## src/rtl/clk_div_pkg.sv

```systemverilog
// clk_div_pkg: FSM states, debounce length and half-period clamp for clk_div_gen.
// DEBOUNCE_CYCLES is only used when CLKDIV_DEBOUNCE_EN is defined.
package clk_div_pkg;

  typedef enum logic [1:0] {
    IDLE,
    RUN,
    STEP_HI,
    STEP_LO
  } state_t;

  localparam logic [19:0] DEBOUNCE_CYCLES = 20'd500000;

  function automatic logic [31:0] clamp_half(input logic [31:0] hp);
    return (hp == 32'd0) ? 32'd1 : hp;
  endfunction

endpackage

```

## src/rtl/btn_sync_edge.sv

```systemverilog
// btn_sync_edge: step-button synchroniser and rising-edge pulse generator.
// Define CLKDIV_DEBOUNCE_EN to insert a debouncer after the synchroniser.
module btn_sync_edge
  import clk_div_pkg::*;
#(
  parameter int SYNC_STAGES = 2
) (
  input  logic clk,
  input  logic rst_n,
  input  logic req,
  output logic pulse
);

  logic [SYNC_STAGES-1:0] sync_q;
  logic                   lvl;
  logic                   prev_q;

  always_ff @(posedge clk) begin
    if (!rst_n) begin
      sync_q <= '0;
    end else begin
      sync_q <= {sync_q[SYNC_STAGES-2:0], req};
    end
  end

`ifdef CLKDIV_DEBOUNCE_EN
  logic [19:0] db_cnt_q;
  logic        db_q;

  // Level follows the input only after it has held steady long enough.
  always_ff @(posedge clk) begin
    if (!rst_n) begin
      db_cnt_q <= '0;
      db_q     <= 1'b0;
    end else if (sync_q[SYNC_STAGES-1] == db_q) begin
      db_cnt_q <= '0;
    end else if (db_cnt_q == DEBOUNCE_CYCLES - 20'd1) begin
      db_cnt_q <= '0;
      db_q     <= sync_q[SYNC_STAGES-1];
    end else begin
      db_cnt_q <= db_cnt_q + 20'd1;
    end
  end

  assign lvl = db_q;
`else
  assign lvl = sync_q[SYNC_STAGES-1];
`endif

  always_ff @(posedge clk) begin
    if (!rst_n) begin
      prev_q <= 1'b0;
    end else begin
      prev_q <= lvl;
    end
  end

  assign pulse = lvl & ~prev_q;

endmodule

```

## src/rtl/clk_div_gen.sv

```systemverilog
// clk_div_gen: programmable clock divider with enable and single-step mode.
// Optional step debouncer via CLKDIV_DEBOUNCE_EN (see btn_sync_edge).
module clk_div_gen
  import clk_div_pkg::*;
#(
  parameter int CNT_W        = 24,
  parameter int DEFAULT_HALF = 2500000,
  parameter int SYNC_STAGES  = 2
) (
  input  logic             clk,
  input  logic             rst_n,
  input  logic             enable,
  input  logic             mode,
  input  logic [CNT_W-1:0] half_period,
  input  logic             step_req,
  output logic             clk_out,
  output logic             tick,
  output logic             step_busy
);

  state_t           state_q, state_d;
  logic [CNT_W-1:0] cnt_q, cnt_d;
  logic [CNT_W-1:0] hp_q, hp_d;
  logic [CNT_W-1:0] hp_in;
  logic             clk_q, clk_d;
  logic             busy_q, busy_d;
  logic             mode_q, mode_d;
  logic             pend_q, pend_d;
  logic             tick_q, tick_d;
  logic             step_pulse;
  logic             term;
  logic             bound;
  logic             mode_eff;

  btn_sync_edge #(
    .SYNC_STAGES(SYNC_STAGES)
  ) u_btn (
    .clk  (clk),
    .rst_n(rst_n),
    .req  (step_req),
    .pulse(step_pulse)
  );

  assign hp_in    = CNT_W'(clamp_half(32'(half_period)));
  assign term     = (cnt_q == hp_q - CNT_W'(1));
  assign bound    = !clk_q && (cnt_q == '0);
  // At a period boundary the live mode decides, so no period is cut short.
  assign mode_eff = bound ? mode : mode_q;

  always_comb begin
    state_d = state_q;
    cnt_d   = cnt_q;
    hp_d    = hp_q;
    clk_d   = clk_q;
    busy_d  = busy_q;
    mode_d  = mode_q;
    pend_d  = pend_q;
    tick_d  = 1'b0;
    if (bound) mode_d = mode;
    if (enable) begin
      tick_d = pend_q;
      pend_d = 1'b0;
    end
    unique case (state_q)
      IDLE: begin
        hp_d = hp_in;
        if (!mode_eff) begin
          state_d = RUN;
        end else if (enable && step_pulse) begin
          state_d = STEP_HI;
          clk_d   = 1'b1;
          busy_d  = 1'b1;
          pend_d  = 1'b1;
        end
      end
      RUN: begin
        if (mode_eff) begin
          state_d = IDLE;
        end else if (enable) begin
          if (term) begin
            cnt_d  = '0;
            clk_d  = ~clk_q;
            hp_d   = hp_in;
            pend_d = ~clk_q;
          end else begin
            cnt_d = cnt_q + CNT_W'(1);
          end
        end
      end
      STEP_HI: begin
        if (enable) begin
          if (term) begin
            cnt_d   = '0;
            clk_d   = 1'b0;
            hp_d    = hp_in;
            state_d = STEP_LO;
          end else begin
            cnt_d = cnt_q + CNT_W'(1);
          end
        end
      end
      STEP_LO: begin
        if (enable) begin
          if (term) begin
            cnt_d   = '0;
            busy_d  = 1'b0;
            hp_d    = hp_in;
            state_d = IDLE;
          end else begin
            cnt_d = cnt_q + CNT_W'(1);
          end
        end
      end
      default: state_d = IDLE;
    endcase
  end

  always_ff @(posedge clk) begin
    if (!rst_n) begin
      state_q <= IDLE;
      cnt_q   <= '0;
      hp_q    <= CNT_W'(DEFAULT_HALF);
      clk_q   <= 1'b0;
      busy_q  <= 1'b0;
      mode_q  <= 1'b0;
      pend_q  <= 1'b0;
      tick_q  <= 1'b0;
    end else begin
      state_q <= state_d;
      cnt_q   <= cnt_d;
      hp_q    <= hp_d;
      clk_q   <= clk_d;
      busy_q  <= busy_d;
      mode_q  <= mode_d;
      pend_q  <= pend_d;
      tick_q  <= tick_d;
    end
  end

  assign clk_out   = clk_q;
  assign tick      = tick_q;
  assign step_busy = busy_q;

endmodule
```

## config.mk

```make
export PLATFORM = sky130hd
export DESIGN_NAME = clk_div_gen
export DESIGN_NICKNAME = d
export VERILOG_FILES = /design/src/rtl/clk_div_pkg.sv /design/src/rtl/btn_sync_edge.sv /design/src/rtl/clk_div_gen.sv
export SDC_FILE = /design/constraint.sdc
export NUM_CORES = 1
export LEC_CHECK = 0
export CORE_MARGIN = 2
export CORE_UTILIZATION = 35
export DETAILED_ROUTE_END_ITERATION = 12
export SETUP_SLACK_MARGIN = 0.15
export SLEW_MARGIN = 20
export SYNTH_ARGS = -nofsm -noshare
export SYNTH_HDL_FRONTEND = slang
export SYNTH_SLANG_ARGS = --single-unit
```

## constraint.sdc

```tcl
create_clock -name clk -period 3.2 [get_ports clk]
set_input_delay 0.96 -clock clk [delete_from_list [all_inputs] [get_ports clk]]
set_output_delay 0.96 -clock clk [all_outputs]
set_load 0.01 [all_outputs]
```

======== Word level (Yosys, flattened, before mapping) ========
Cells that the tools add are included.
operators by class
  add/subtract/negate cells ............... 2
  $mul .................................... 0
  div/mod/pow operators ................... 0
  $lt $le $gt $ge ......................... 0
  equal/unequal tests ..................... 15
  shifts and indexed selects .............. 0
  multiplexer cells ....................... 34
  bitwise gates (word level) .............. 3
  reductions and logical operators ........ 15
operators by type and width
  operator               number
  $mux 24                7
  $pmux 24 s3            1
  $logic_not 24->1       2
  $pmux 24 s2            1
  $add 24x1->24 const B  1
  $eq 24x24->1           1
  $sub 24x1->24 const B  1
  $ne 2x2->1 const B     10
  $mux 1                 14
  $mux 2                 7
  $pmux 2 s4             1
  $reduce_and 8->1       1
  $reduce_and 6->1       1
  $reduce_and 5->1       1
  $eq 2x2->1 const B     2
  $pmux 1 s2             2
  $reduce_and 2->1       2
  $reduce_bool 2->1      2
  $ne 3x3->1 const B     1
  $pmux 1 s3             1
  $reduce_bool 3->1      1
  $eq 2x1->1 const B     1
  $logic_and 1x1->1      2
  $logic_not 2->1        1
  other kinds (4)        5
storage, ports and cells
  bits in registers ....................... 58
  latch bits .............................. 0
  memory bits (writable) .................. 0
  ROM bits ................................ 0
  bits of input ports ..................... 29
  output and inout port bits .............. 3
  logic and storage cells ................. 79
  memories ................................ 0

======== Logic depth before layout (Yosys ltp) ========
Gate-level depths: netlist of the first run.
  word-level depth ........................ 6
  gate-level depth with buffers ........... 13
  depth with buffers taken out ............ 10

======== By module ========
Synthesis of the first run repeated with hierarchy kept, for this count alone.
second synthesis, totals
  cells, all modules ...................... 439
  area, all modules ....................... 3628.5 um2
by module, submodules not included
  module         instances  cells an instance  area an instance (um2)  seq. area each (um2)
  clk_div_gen    1          432                3535.9                  1101.1
  btn_sync_edge  1          7                  92.6                    60.1

======== Least setup slack after synthesis of the first run ========
Ideal clock, no wire load.
  kind .................................... register to register
  from .................................... reg hp_q[2]
  to ...................................... reg hp_q[7]
  setup time .............................. 0.120 ns
  arrival ................................. 2.952 ns
  required time ........................... 3.080 ns
  slack ................................... 0.128 ns
  cell stages (with the launch flop) ...... 12
  path buffers ............................ 3
  period minus slack after synthesis ...... 3.072 ns
  path through ............................ dfxtp_1 buf_6 or4_4 or4_1 or4_1 a21oi_1 o41a_2 nand3_4 o22a_1 buf_6 buf_6 mux2i_1
between the ends
  cells in the longest elaborated chain, start to end .. 6
ends and longest elaborated chain
  item                     RTL line            text
  from (decl)              clk_div_gen.sv:23   logic [CNT_W-1:0] hp_q, hp_d;
  from (signal assigned)   clk_div_gen.sv:122  hp_q <= CNT_W'(DEFAULT_HALF);
  from (signal assigned)   clk_div_gen.sv:131  hp_q <= hp_d;
  $sub 24x1->24 *          clk_div_gen.sv:45   assign term = (cnt_q == hp_q - CNT_W'(1));
  $eq 24x24->1 *           clk_div_gen.sv:45
  $mux 24 * (2 in series)  -
  $mux 24                  -
  $pmux 24 s3 *            -
Every way passes the cells marked *; elsewhere a longest branch is shown, timed or not. The select of a mux whose other input is x is not followed.
A chain may end at the register's enable or synchronous reset.

======== Worst setup path after layout of the first run ========
  from .................................... reg hp_q[8]
  to ...................................... reg cnt_q[5]
between the ends
  cells in the longest elaborated chain, start to end .. 6
ends and longest elaborated chain
  item                  RTL line                                                  text
  $sub 24x1->24 *       clk_div_gen.sv:45
  $eq 24x24->1 *        clk_div_gen.sv:45
  $mux 24 *             clk_div_gen.sv:80, clk_div_gen.sv:92, clk_div_gen.sv:104
  $mux 24 *             clk_div_gen.sv:91                                         if (enable) begin
  $mux 24               clk_div_gen.sv:77                                         if (mode_eff) begin
  $pmux 24 s2 *         clk_div_gen.sv:64                                         unique case (state_q)
  to (signal assigned)  clk_div_gen.sv:130                                        cnt_q <= cnt_d;
  to (decl)             clk_div_gen.sv:22                                         logic [CNT_W-1:0] cnt_q, cnt_d;
Marks and branches as above.

==> insert_results.sql, run 1 <==
INSERT INTO impl_metrics (metric_group, metric, value, unit) VALUES
('clock_tree', 'numClockSinks', '58', ''),
('critical_path', 'rr_startpoint', 'hp_q[8]', ''),
('global_route', 'grt_first_pass_wirelength', '16.3', 'mm'),
('timing', 'setup_total_negative_slack', '0', 'ns'),
('hold_path', 'hold_wc_startpoint', 'u_btn.sync_q[0]', ''),
('synthesis', 'synth.area.top_cells', 'dfxtp_1 (32%), mux2i_1 (7.9%), nand2_1 (5.6%)', ''),
('routing', 'detail_route.wirelength', '10.1', 'mm'),
('critical_path', 'cp.required', '3.44', 'ns'),
('critical_path', 'worst_setup_start_kind', 'register', ''),
('critical_path', 'worstPathMaxFanout', '6', ''),
('cells_and_area', 'syn_to_layout_area_delta', '26.6', '%'),
('timing', 'grt_setup_unrepaired', 'true', ''),
('outcome', 'run_status', 'complete, no violations', ''),
('global_route', 'grt_max_degree', '62', ''),
('synthesis', 'syn_avg_cell_area', '8.20', 'um2'),
('critical_path', 'timing.critical_path.slowest_cell_delay', '0.56', 'ns'),
('routing', 'detail_route.iter0.violations', '227', ''),
('critical_path', 'timing_worst_setup_path_type', 'register to register', ''),
('cells_and_area', 'fin_util', '45.3', '%'),
('global_route', 'first_global_vias', '3414', ''),
('hold_path', 'min-delay-path-class', 'register to register', ''),
('floorplanning', 'initial_utilization', '35.8', '%'),
('synthesis', 'synthesis.instances', '447', ''),
('timing', 'drv_slew', '0', ''),
('timing', 'fin_crit', '3.01', 'ns'),
('timing', 'relSlewSlack', '39.0', '%'),
('clock_tree', 'h-tree-depth', '3', ''),
('power_and_ir_drop', 'ir_drop', '0.240', 'mV'),
('critical_path', 'end_of_the_worst_register_to_register_path', 'cnt_q[5]', ''),
('global_route', 'grt_total_ovfl', '0', ''),
('clock_tree', 'post_cts_hold_buffer_count', '0', ''),
('critical_path', 'worstPathCellList', 'or4_4 -> or4_4 -> or4_4 -> a21oi_2 -> o41a_2 -> nand3_4 -> o31ai_4 -> buf_4 -> clkbuf_16 -> nor2_1', ''),
('floorplanning', 'floorplan.die.width', '106', 'um'),
('floorplanning', 'core_region_area', '10200', 'um2'),
('clock_tree', 'cts_buffers', '9', ''),
('timing', 'tightest_slew', '0.914', 'ns'),
('clock_tree', 'worstSkewPairLatency', '0.35', 'ns'),
('job', 'max_cap_violations', '0', ''),
('synthesis', 'synth.top_cells.by_count', 'dfxtp_1 (58), nand2_1 (55), nor2_1 (46), mux2i_1 (29)', ''),
('synthesis', 'netlist.area_leader.share', '31.7', '%'),
('place', 'gp_congestion', '0.920', ''),
('hold_path', 'whs_endpoint', 'u_btn.sync_q[1]', ''),
('critical_path', 'crit_path_end_kind', 'register', ''),
('critical_path', 'crit_arrival', '3.25', 'ns'),
('routing', 'postRouteAntennaNets', '0', ''),
('routing', 'detailedRoute.firstPassIterationCount', '4', ''),
('place', 'placement.io_buffers', '31', ''),
('timing', 'final-setup-viol-count', '0', ''),
('critical_path', 'crit_top_cell', 'or4_4', ''),
('power_and_ir_drop', 'power_leakage', '1.70', 'nW'),
('critical_path', 'number_of_cells_on_the_worst_reg_to_reg_path', '10', ''),
('critical_path', 'crit_slowest_cell', 'or4_4', ''),
('timing', 'fin_crit_sh', '94.0', '%'),
('synthesis', 'synthesis.nets', '479', ''),
('timing', 'final_hold_viol_count', '0', ''),
('global_route', 'number_of_antenna_violations_at_the_first_check_in_global_routing', '0', ''),
('clock_tree', 'cts_tree', 'done', ''),
('routing', 'routed_wire_length_per_instance', '15.7', 'um'),
('floorplanning', 'floorplan.rows', '37', ''),
('routing', 'vias', '3418', ''),
('synthesis', 'synthMostInstantiatedCell', 'dfxtp_1', ''),
('place', 'dpl.hpwl', '7.08', 'mm'),
('global_route', 'grtUsageTotal', '18.2', '%'),
('synthesis', 'portion_of_the_post_synthesis_area_used_by_sequential_elements', '31.7', '%'),
('synthesis', 'synth_top_flop_cell', 'dfxtp_1', ''),
('routing', 'vias_per_cell', '5.33', ''),
('power_and_ir_drop', 'power_per_cell_area', '416', 'nW/um2'),
('clock_tree', 'clock_root_buffer', 'clkbuf_8', ''),
('synthesis', 'post_synth_instance_area', '3670', 'um2'),
('cells_and_area', 'layout-drive-gt1-share', '15.6', '%'),
('synthesis', 'synth_edf_count', '0', '');
[layer usage]
layer / routed length [um] / global-route usage [%] / up-vias
met2: 4880 / 30.9 / 86
met1: 4500 / 22.3 / 1611
met3: 400 / 3.19 / 26
met5: 0 / 0 / -
li1: - / - / 1695
met4: 274 / 8.18 / 0
[cells by family after synthesis]
| group | after synthesis | synth area share (%) |
|---|---|---|
| xor gates and xnor gates | 44 | 10.5 |
| AOI/OAI and AO/OA | 52 | 11.1 |
| DFF | 58 | 31.7 |
| buffers and inverters | 39 | 4.98 |
| muxes | 30 | 8.23 |
| and+or+nand+nor | 221 | 32.5 |
| adders and majority gates | 3 | 1.02 |
[worst max-delay path: cells and delay by family (launching register included)]
| kind | cells | cell delay (ns) |
|---|---|---|
| AO/OA/AOI/OAI | 3 | 0.54 |
| buffers and inverters | 2 | 0.32 |
| flip-flops | 1 | 0.31 |
| AND/OR/NAND/NOR | 5 | 1.73 |
[power by group]
part | switching (mW) | internal, mW | total, mW
sequential | 0.0320 | 0.753 | 0.785
combinational | 0.184 | 0.180 | 0.364
clock | 0.336 | 0.444 | 0.781
total | 0.553 | 1.38 | 1.93
[worst max path at each step]
stage | end | start
2_1_floorplan | hp_q[7] | hp_q[8]
3_3_place_gp | hp_q[18] | hp_q[18]
3_5_place_dp | hp_q[17] | hp_q[0]
4_1_cts | hp_q[19] | hp_q[8]
5_1_grt | cnt_q[5] | hp_q[5]
6_report | cnt_q[5] | hp_q[8]
[repair_timing]
action / in CTS / in global routing
gates cloned: 0 / 4
resized for setup: 1 / 11
setup buffers: 0 / 5
pin swaps: 1 / 10
setup endpoints to repair: 26 / 50
[through the flow]
| stage | cell area, um2 | hold slack [ns] | power (mW) | std cells | setup WS [ns] |
|---|---|---|---|---|---|
| CTS | 4480 | 0.442 | 1.91 | 632 | 0.158 |
| floorplan | 3670 | 0.412 | 1.01 | 447 | 0.162 |
| finish | 4640 | 0.436 | 1.93 | 641 | 0.190 |
| global placement | 4250 | 0.414 | 1.12 | 616 | 0.210 |
| detailed placement | 4250 | 0.423 | 1.13 | 616 | 0.149 |
| global route | 4640 | 0.467 | 2.02 | 641 | 0.117 |
[cell usage in the layout, fill, tap and decap left out, types with 3 or more instances in the layout]
master and n:
a21oi_1 6, or3_1 5, nor3_1 10, mux2i_1 29
nor4_2 5, or4_4 6, dfxtp_1 58, nor2_1 45
nor3b_1 3, a31oi_1 3, nor4b_1 3, nand3_1 13
nand4_1 11, xnor2_1 22, and3_1 6, and4_1 4
clkbuf_8 9, clkdlybuf4s50_1 30, nor4_1 13, xor2_1 22
buf_4 32, nand3b_1 5, and2_1 5, o21ai_0 13
nand2_1 55, inv_1 12, nor2b_1 20
[sequential cells by signal, indices dropped and copies added (netlist names)]
register,count
clk_out,1
cnt_q,24
hp_q,24
mode_q,1
pend_q,1
state_q,2
step_busy,1
tick,1
u_btn.prev_q,1
u_btn.sync_q,2
[layout make-up]
cell class                      instances  area [um2]
Timing Repair Buffer                   69         658
Clock buffer                            9         124
Inverter                               12        45.0
Clock inverter                          7         101
Tap cell                              136         170
Fill cell                             965        5590
Sequential cell                        58        1160
Multi-Input combinational cell        350        2380
Power figures use the tool's default switching activity.
==> run 2: changes to the inputs <==
--- a/config.mk
+++ b/config.mk
@@ -6,8 +6,9 @@
 export NUM_CORES = 1
 export LEC_CHECK = 0
 export CORE_MARGIN = 2
-export CORE_UTILIZATION = 35
+export CORE_UTILIZATION = 45
 export DETAILED_ROUTE_END_ITERATION = 12
+export PLACE_DENSITY = 0.67
 export SETUP_SLACK_MARGIN = 0.15
 export SLEW_MARGIN = 20
 export SYNTH_ARGS = -nofsm -noshare
==> run 2 against run 1 <==
Clock skew grew 0.0011 ns; largest power group unchanged; critical path type unchanged; final area decreased by 1.8%; clock-buffer cell count increased by 1; maximum frequency is 0.65% higher; critical path depth is the same.
==> insert_results.sql, run 2 (same netlist as run 1, synthesis figures left out) <==
INSERT INTO impl_metrics (metric_group, metric, value, unit) VALUES
('floorplanning', 'floorplan.rows', '32', ''),
('clock_tree', 'max-clock-path-buffers', '2', ''),
('cells_and_area', 'diodes', '0', ''),
('clock_tree', 'cts_tree', 'done', ''),
('timing', 'fin_worst_skew', '0.0109', 'ns'),
('clock_tree', 'h-tree-depth', '3', ''),
('critical_path', 'rrSetupSlack', '0.21', 'ns'),
('critical_path', 'crit_top_cell', 'or4_4', ''),
('power_and_ir_drop', 'internal_power', '1.31', 'mW'),
('cells_and_area', 'most_common_cell_after_layout_fill_and_taps_aside', 'dfxtp_1', ''),
('hold_path', 'min-delay-path-class', 'register to register', ''),
('floorplanning', 'core_region_area', '7810', 'um2'),
('critical_path', 'worstPathCellList', 'or4_4 -> or4_4 -> or4_4 -> a21oi_2 -> o41a_2 -> nand3_4 -> o31ai_4 -> buf_6 -> clkbuf_16 -> a21oi_1', ''),
('timing', 'maxClockFrequency', '334', 'MHz'),
('clock_tree', 'cts_buffers', '9', ''),
('cells_and_area', 'layout.cells.most_common_list', 'dfxtp_1 (57), nand2_1 (55), nor2_1 (45)', ''),
('outcome', 'run_status', 'complete, no violations', ''),
('routing', 'routed_wire_length_per_instance', '15.5', 'um'),
('global_route', 'grt_first_pass_wirelength', '15.5', 'mm'),
('power_and_ir_drop', 'relative_contribution_of_combinational_cells_to_total_power', '19.5', '%'),
('critical_path', 'crit_arrival', '3.22', 'ns'),
('cells_and_area', 'num-nets-final', '532', ''),
('clock_tree', 'worstSkewPairLatency', '0.34', 'ns'),
('place', 'placedInstanceArea', '4220', 'um2'),
('place', 'gp_congestion', '0.949', ''),
('timing', 'drv_slew', '0', ''),
('routing', 'detailedRoute.firstPassIterationCount', '4', ''),
('global_route', 'number_of_antenna_violations_at_the_first_check_in_global_routing', '0', ''),
('routing', 'vias_per_cell', '5.54', ''),
('routing', 'detail_route.iter0.violations', '177', ''),
('power_and_ir_drop', 'p_sw_share', '28.2', '%'),
('global_route', 'grt_total_ovfl', '0', ''),
('floorplanning', 'die_area', '8880', 'um2'),
('floorplanning', 'initial_utilization', '47.0', '%'),
('critical_path', 'cp_top_family', 'simple AND/OR/NAND/NOR gates', ''),
('timing', 'final_hold_viol_count', '0', ''),
('timing', 'tightest_slew', '0.467', 'ns'),
('clock_tree', 'clock_root_buffer', 'clkbuf_8', ''),
('cells_and_area', 'syn_to_layout_area_delta', '24.3', '%'),
('critical_path', 'timing_worst_setup_path_type', 'register to register', ''),
('job', 'max_cap_violations', '0', ''),
('critical_path', 'worst_setup_start_kind', 'register', ''),
('timing', 'final-setup-viol-count', '0', ''),
('power_and_ir_drop', 'ir_drop', '0.241', 'mV'),
('place', 'placement.io_buffers', '31', ''),
('power_and_ir_drop', 'power_leakage', '1.69', 'nW'),
('cells_and_area', 'layout.cells.non_filler', '607', ''),
('cells_and_area', 'reg.largest.list', 'cnt_q: 24 flops, hp_q: 24 flops', ''),
('floorplanning', 'io_pins', '32', ''),
('power_and_ir_drop', 'power.share.sequential', '42.9', '%'),
('routing', 'detail_route.drc_violations', '0', ''),
('floorplanning', 'die_h', '94.3', 'um'),
('place', 'dpl.hpwl', '6.82', 'mm'),
('cells_and_area', 'filler_cell_count', '717', ''),
('power_and_ir_drop', 'finalPower', '1.83', 'mW'),
('critical_path', 'worstPathBufferInverterCount', '2', ''),
('floorplanning', 'floorplan.die.width', '94.3', 'um'),
('timing', 'fin_crit_sh', '93.4', '%'),
('cells_and_area', 'final_area', '4560', 'um2'),
('place', 'dpl.cell_count', '584', ''),
('critical_path', 'cp.required', '3.43', 'ns'),
('cells_and_area', 'layout-drive-gt1-share', '15.2', '%'),
('global_route', 'grt_max_degree', '48', ''),
('routing', 'detail_route.wirelength', '9.39', 'mm'),
('global_route', 'grtUsageTotal', '22.4', '%'),
('clock_tree', 'numClockSinks', '58', ''),
('critical_path', 'crit_path_end_kind', 'register', ''),
('critical_path', 'crit_slowest_cell', 'or4_4', ''),
('power_and_ir_drop', 'p_switching', '0.516', 'mW'),
('routing', 'postRouteAntennaNets', '0', ''),
('power_and_ir_drop', 'power_per_cell_area', '401', 'nW/um2'),
('critical_path', 'timing.critical_path.slowest_cell_delay', '0.55', 'ns'),
('global_route', 'first_global_vias', '3224', ''),
('power_and_ir_drop', 'p_clk_share', '37.6', '%'),
('critical_path', 'worstPathMaxFanout', '6', ''),
('timing', 'fin_crit', '2.99', 'ns'),
('clock_tree', 'cts.clk_slew.worst_paths', '0.07', 'ns'),
('routing', 'vias', '3364', ''),
('timing', 'grt_setup_unrepaired', 'false', ''),
('timing', 'setup_total_negative_slack', '0', 'ns'),
('timing', 'relSlewSlack', '68.7', '%'),
('timing', 'hold-worst-slack', '0.450', 'ns');
-- run 2: changes by cell type in the layout (fill, tap and decap cells not counted), sizes merged --
cell,change
bufinv,-1
clkinvlp,+1
clkbuf,+1
inv,-2
clkinv,+1
-- run 2: layout make-up --
| class | count | area (um2) | area share [%] |
|---|---|---|---|
| timing repair buffer | 69 | 658 | 14.4 |
| multi-input combinational | 350 | 2360 | 51.8 |
| tap | 102 | 128 | 2.80 |
| inverter | 12 | 45.0 | 0.988 |
| clock inverter | 6 | 66.3 | 1.45 |
| sequential | 58 | 1160 | 25.5 |
| clock buffer | 10 | 138 | 3.02 |
-- run 2: path summary, 6_finish.rpt --
path / cells past startpoint / from / endpoint
worst min-delay path: 1 / u_btn.sync_q[0] / u_btn.sync_q[1]
worst max-delay path: 10 / hp_q[17] / cnt_q[11]
worst max register to register: 10 / hp_q[17] / cnt_q[11]
worst min register to register: 1 / u_btn.sync_q[0] / u_btn.sync_q[1]
-- run 2: repair_timing --
action | CTS | global route
endpoints found under the setup margin | 20 | 48
gates cloned | 0 | 3
hold buffers | 0 | 0
gates resized for setup | 2 | 8
setup buffers | 0 | 4
pin swaps | 0 | 10
-- run 2: worst register-to-register path: cells and delay by family (launching register included) --
family | cells | cell delay [ns]
buffers and inverters | 2 | 0.33
DFF | 1 | 0.32
AOI/OAI and AO/OA | 4 | 0.58
and+or+nand+nor | 4 | 1.67
-- run 2: metrics by stage --
| stage | setup WS [ns] | util [%] |
|---|---|---|
| after global placement | 0.187 | 54.1 |
| after global routing | 0.145 | 58.4 |
| after floorplan | 0.162 | - |
| after CTS | 0.170 | 56.8 |
| final | 0.210 | 58.4 |
| after detailed placement | 0.156 | 54.1 |
-- run 2: routing by layer --
layer | share of wire (%) | track usage [%]
met1 | 46 | 28.1
met2 | 48 | 37.3
met3 | 4.6 | 4.98
met4 | 1.3 | 8.21
met5 | 0 | 0
-- run 2: power by group through the flow --
| stage | Sequential [mW] | Clock (mW) | Combinational (mW) |
|---|---|---|---|
| 2_1_floorplan | 0.794 | 0 | 0.213 |
| 3_3_place_gp | 0.799 | 0 | 0.324 |
| 3_5_place_dp | 0.800 | 0 | 0.331 |
| 4_1_cts | 0.784 | 0.704 | 0.333 |
| 5_1_grt | 0.789 | 0.734 | 0.389 |
| 6_report | 0.784 | 0.686 | 0.357 |
==> run 3: changes to the inputs <==
--- a/config.mk
+++ b/config.mk
@@ -10,7 +10,6 @@
 export DETAILED_ROUTE_END_ITERATION = 12
 export PLACE_DENSITY = 0.67
 export SETUP_SLACK_MARGIN = 0.15
-export SLEW_MARGIN = 20
 export SYNTH_ARGS = -nofsm -noshare
 export SYNTH_HDL_FRONTEND = slang
 export SYNTH_SLANG_ARGS = --single-unit
==> results of run 3 <==
No change in the layout: final DEF, timing and power equal those of run 2.
==> patch: new RTL, config.mk and constraints of run 2 <==
Register the output `tick` once more, with the module's reset; this adds one clock of latency there. The other outputs are not delayed to match.
--- a/src/rtl/clk_div_gen.sv
+++ b/src/rtl/clk_div_gen.sv
@@ -138,7 +138,13 @@
   end
 
   assign clk_out   = clk_q;
-  assign tick      = tick_q;
+  always_ff @(posedge clk) begin
+    if (!rst_n) begin
+      tick <= '0;
+    end else begin
+      tick <= tick_q;
+    end
+  end
   assign step_busy = busy_q;
 
 endmodule
Formal check against the unedited RTL: not equivalent (Yosys sat finds a counterexample within 4 cycles, from zero or initial values and one cycle with rst_n low).
==> patch against run 2 <==
Count of clock-buffer cells in the layout is the same; synthesized area is 3.4% higher; routed wire length grew 13%; worst setup slack gained 32 ps; design area up 1.0%; core utilization decreased by 2.0 points; sequential cell count up 1; largest cell class unchanged; highest routed layer unchanged.
Power is not compared: it rests on default switching activity, and its combinational part moved more than twofold at a synthesized area within 25%.
==> patch: results (changes against run 2) <==
| Metric | Value |
|---|---|
| Drt via density | 5.84 (+5.4%) |
| DR top layer | met4 |
| Max Fanout on Critical Path | 7 (+1) |
| Synth Warn # | 0 (unchanged) |
| Leakage | 1.65 nW |
| CTS clk-pin slew, worst paths | 70 ps (about the same) |
| Worst skew pair latency | 340 ps (about the same) |
| Largest registers | cnt_q (24), hp_q (24) |
| Worst-Margin Slew | 761 ps (+294 ps) |
| Post-synth top flop | dfxtp_1 |
| CTS Buffer Depth | 2 (unchanged) |
| Worst hold path type | flop to flop |
| Layout cells sized above 1 | 0.125 (-0.0275) |
| Metal1 wirelength | 4.86 mm (+13%) |
| Clock buffer count from CTS | 9 (unchanged) |
| Post-synthesis sequential area ratio | 0.311 (-0.00528) |
| Status | finished, final reports clean |
| Met3 wire length | 418 µm (-2.6%) |
| Commonest cells post-synth | 59 x dfxtp_1, 46 x nor2_1, 39 x nand3_1 |
| Largest net degree at the start of global routing | 26 (-46%) |
| First-pass GRT wire length | 17.1 mm (+10%) |
| Post-synth EDFFs | 0 (unchanged) |
| Drt initial violations | 271 (+53%) |
| Fill cells | 780 (+8.8%) |
| Yosys cell types | 62 (unchanged) |
| Nets | 559 (+5.1%) |
| GPL Wtd Cong | 0.969 (+2.0%) |
| Cell family with most CP delay | compound AO/OA/AOI/OAI gates |
| Metal2 WL | 5.13 mm (+14%) |
| Root Buffer | clkbuf_8 |
| All-Layer GR Usage | 0.240 (+0.0163) |
| Drt pass-1 iters | 4 (unchanged) |
| I/O Buffers | 31 (unchanged) |
| Antenna violations before repair | 0 (unchanged) |
| Vias in the first global route | 3539 (+9.8%) |
| CP max-delay cell | or4_4 |
| Worst Skew | 8.33 ps (-2.59 ps) |
| Deepest level of the CTS H-tree | 3 (unchanged) |
| Post-synth ARST share | 0 (unchanged) |
| Slowest stage delay, CP | 570 ps (+20 ps) |
| Routed WL | 10.6 mm (+13%) |
| Detailed placer's ending HPWL | 7.85 mm (+15%) |
| Placed cell areas | 0.00429 mm² (+1.5%) |
| WP data arrival | 3180 ps (-40 ps) |
| Net count after synthesis | 514 (+7.3%) |
| Diode count | 0 (unchanged) |
| Synth top area cells | dfxtp_1 31%, xnor2_1 6.9%, nand3_1 5.1% |
| VDD IR max | roughly 0.45 mV |
patch: cell types whose count changed in the layout (fill, tap and decap cells not counted), sizes merged, moves of 9 or more:
cell,change
nand3,+25
mux2i,-27
o21ai,+18
nand2,-30
a21oi,+18
buf,-9
nor2b,-11
patch: final timing paths:
kind	startpoint	endpoint	slack, ps	cells past startpoint
max	hp_q[8]	hp_q[1]	240	9
max reg2reg	hp_q[8]	hp_q[1]	240	9
min reg2reg	tick_q	tick	440	1
min	tick_q	tick	440	1
patch: worst register-to-register path: cells and delay by family (launching register included):
| kind | cells | cell delay, ps |
|---|---|---|
| compound gates | 5 | 1280 |
| buf+inv | 1 | 150 |
| flops | 1 | 360 |
| simple gates | 3 | 1060 |
patch: cell families after synthesis:
logic type	count (synthesis)	share of synthesized area
AND/OR/NAND/NOR	219	0.310
adder cells (fa/ha/maj)	7	0.0231
AO/OA/AOI/OAI	95	0.173
flip-flops	59	0.311
XOR/XNOR	52	0.120
multiplexers	3	0.00825
buffers and inverters	43	0.0534
patch: metrics by stage:
stage	util	std cells	setup slack [ps]
floorplan	-	478	164
global placement	0.524	610	217
detailed placement	0.524	610	196
CTS	0.549	626	175
global route	0.563	633	158
finish	0.563	633	242
patch: layout make-up:
| type | count | area [µm²] | area share |
|---|---|---|---|
| multi-input combinational | 377 | 2470 | 0.535 |
| timing repair buffer | 59 | 558 | 0.121 |
| clock inverter | 6 | 65.1 | 0.0141 |
| clock buffer | 10 | 138 | 0.0299 |
| sequential | 59 | 1180 | 0.257 |
| inverter | 17 | 63.8 | 0.0139 |
| tap | 105 | 131 | 0.0285 |
patch: per-layer routing:
metal	GRT usage	vias up
met4	0.100	0
met3	0.0470	19
met5	0	-
met1	0.307	1758
met2	0.394	91
li1	-	1831
patch: timing repair:
item | in CTS | in global routing
resized for setup | 0 | 9
endpoints found under the setup margin | 0 | 26
buffers inserted | 0 | 6
patch: power breakdown:
group	internal [W]	switching, W
sequential	0.000867	0.000173
combinational	0.000682	0.000813
clock	0.000379	0.000319
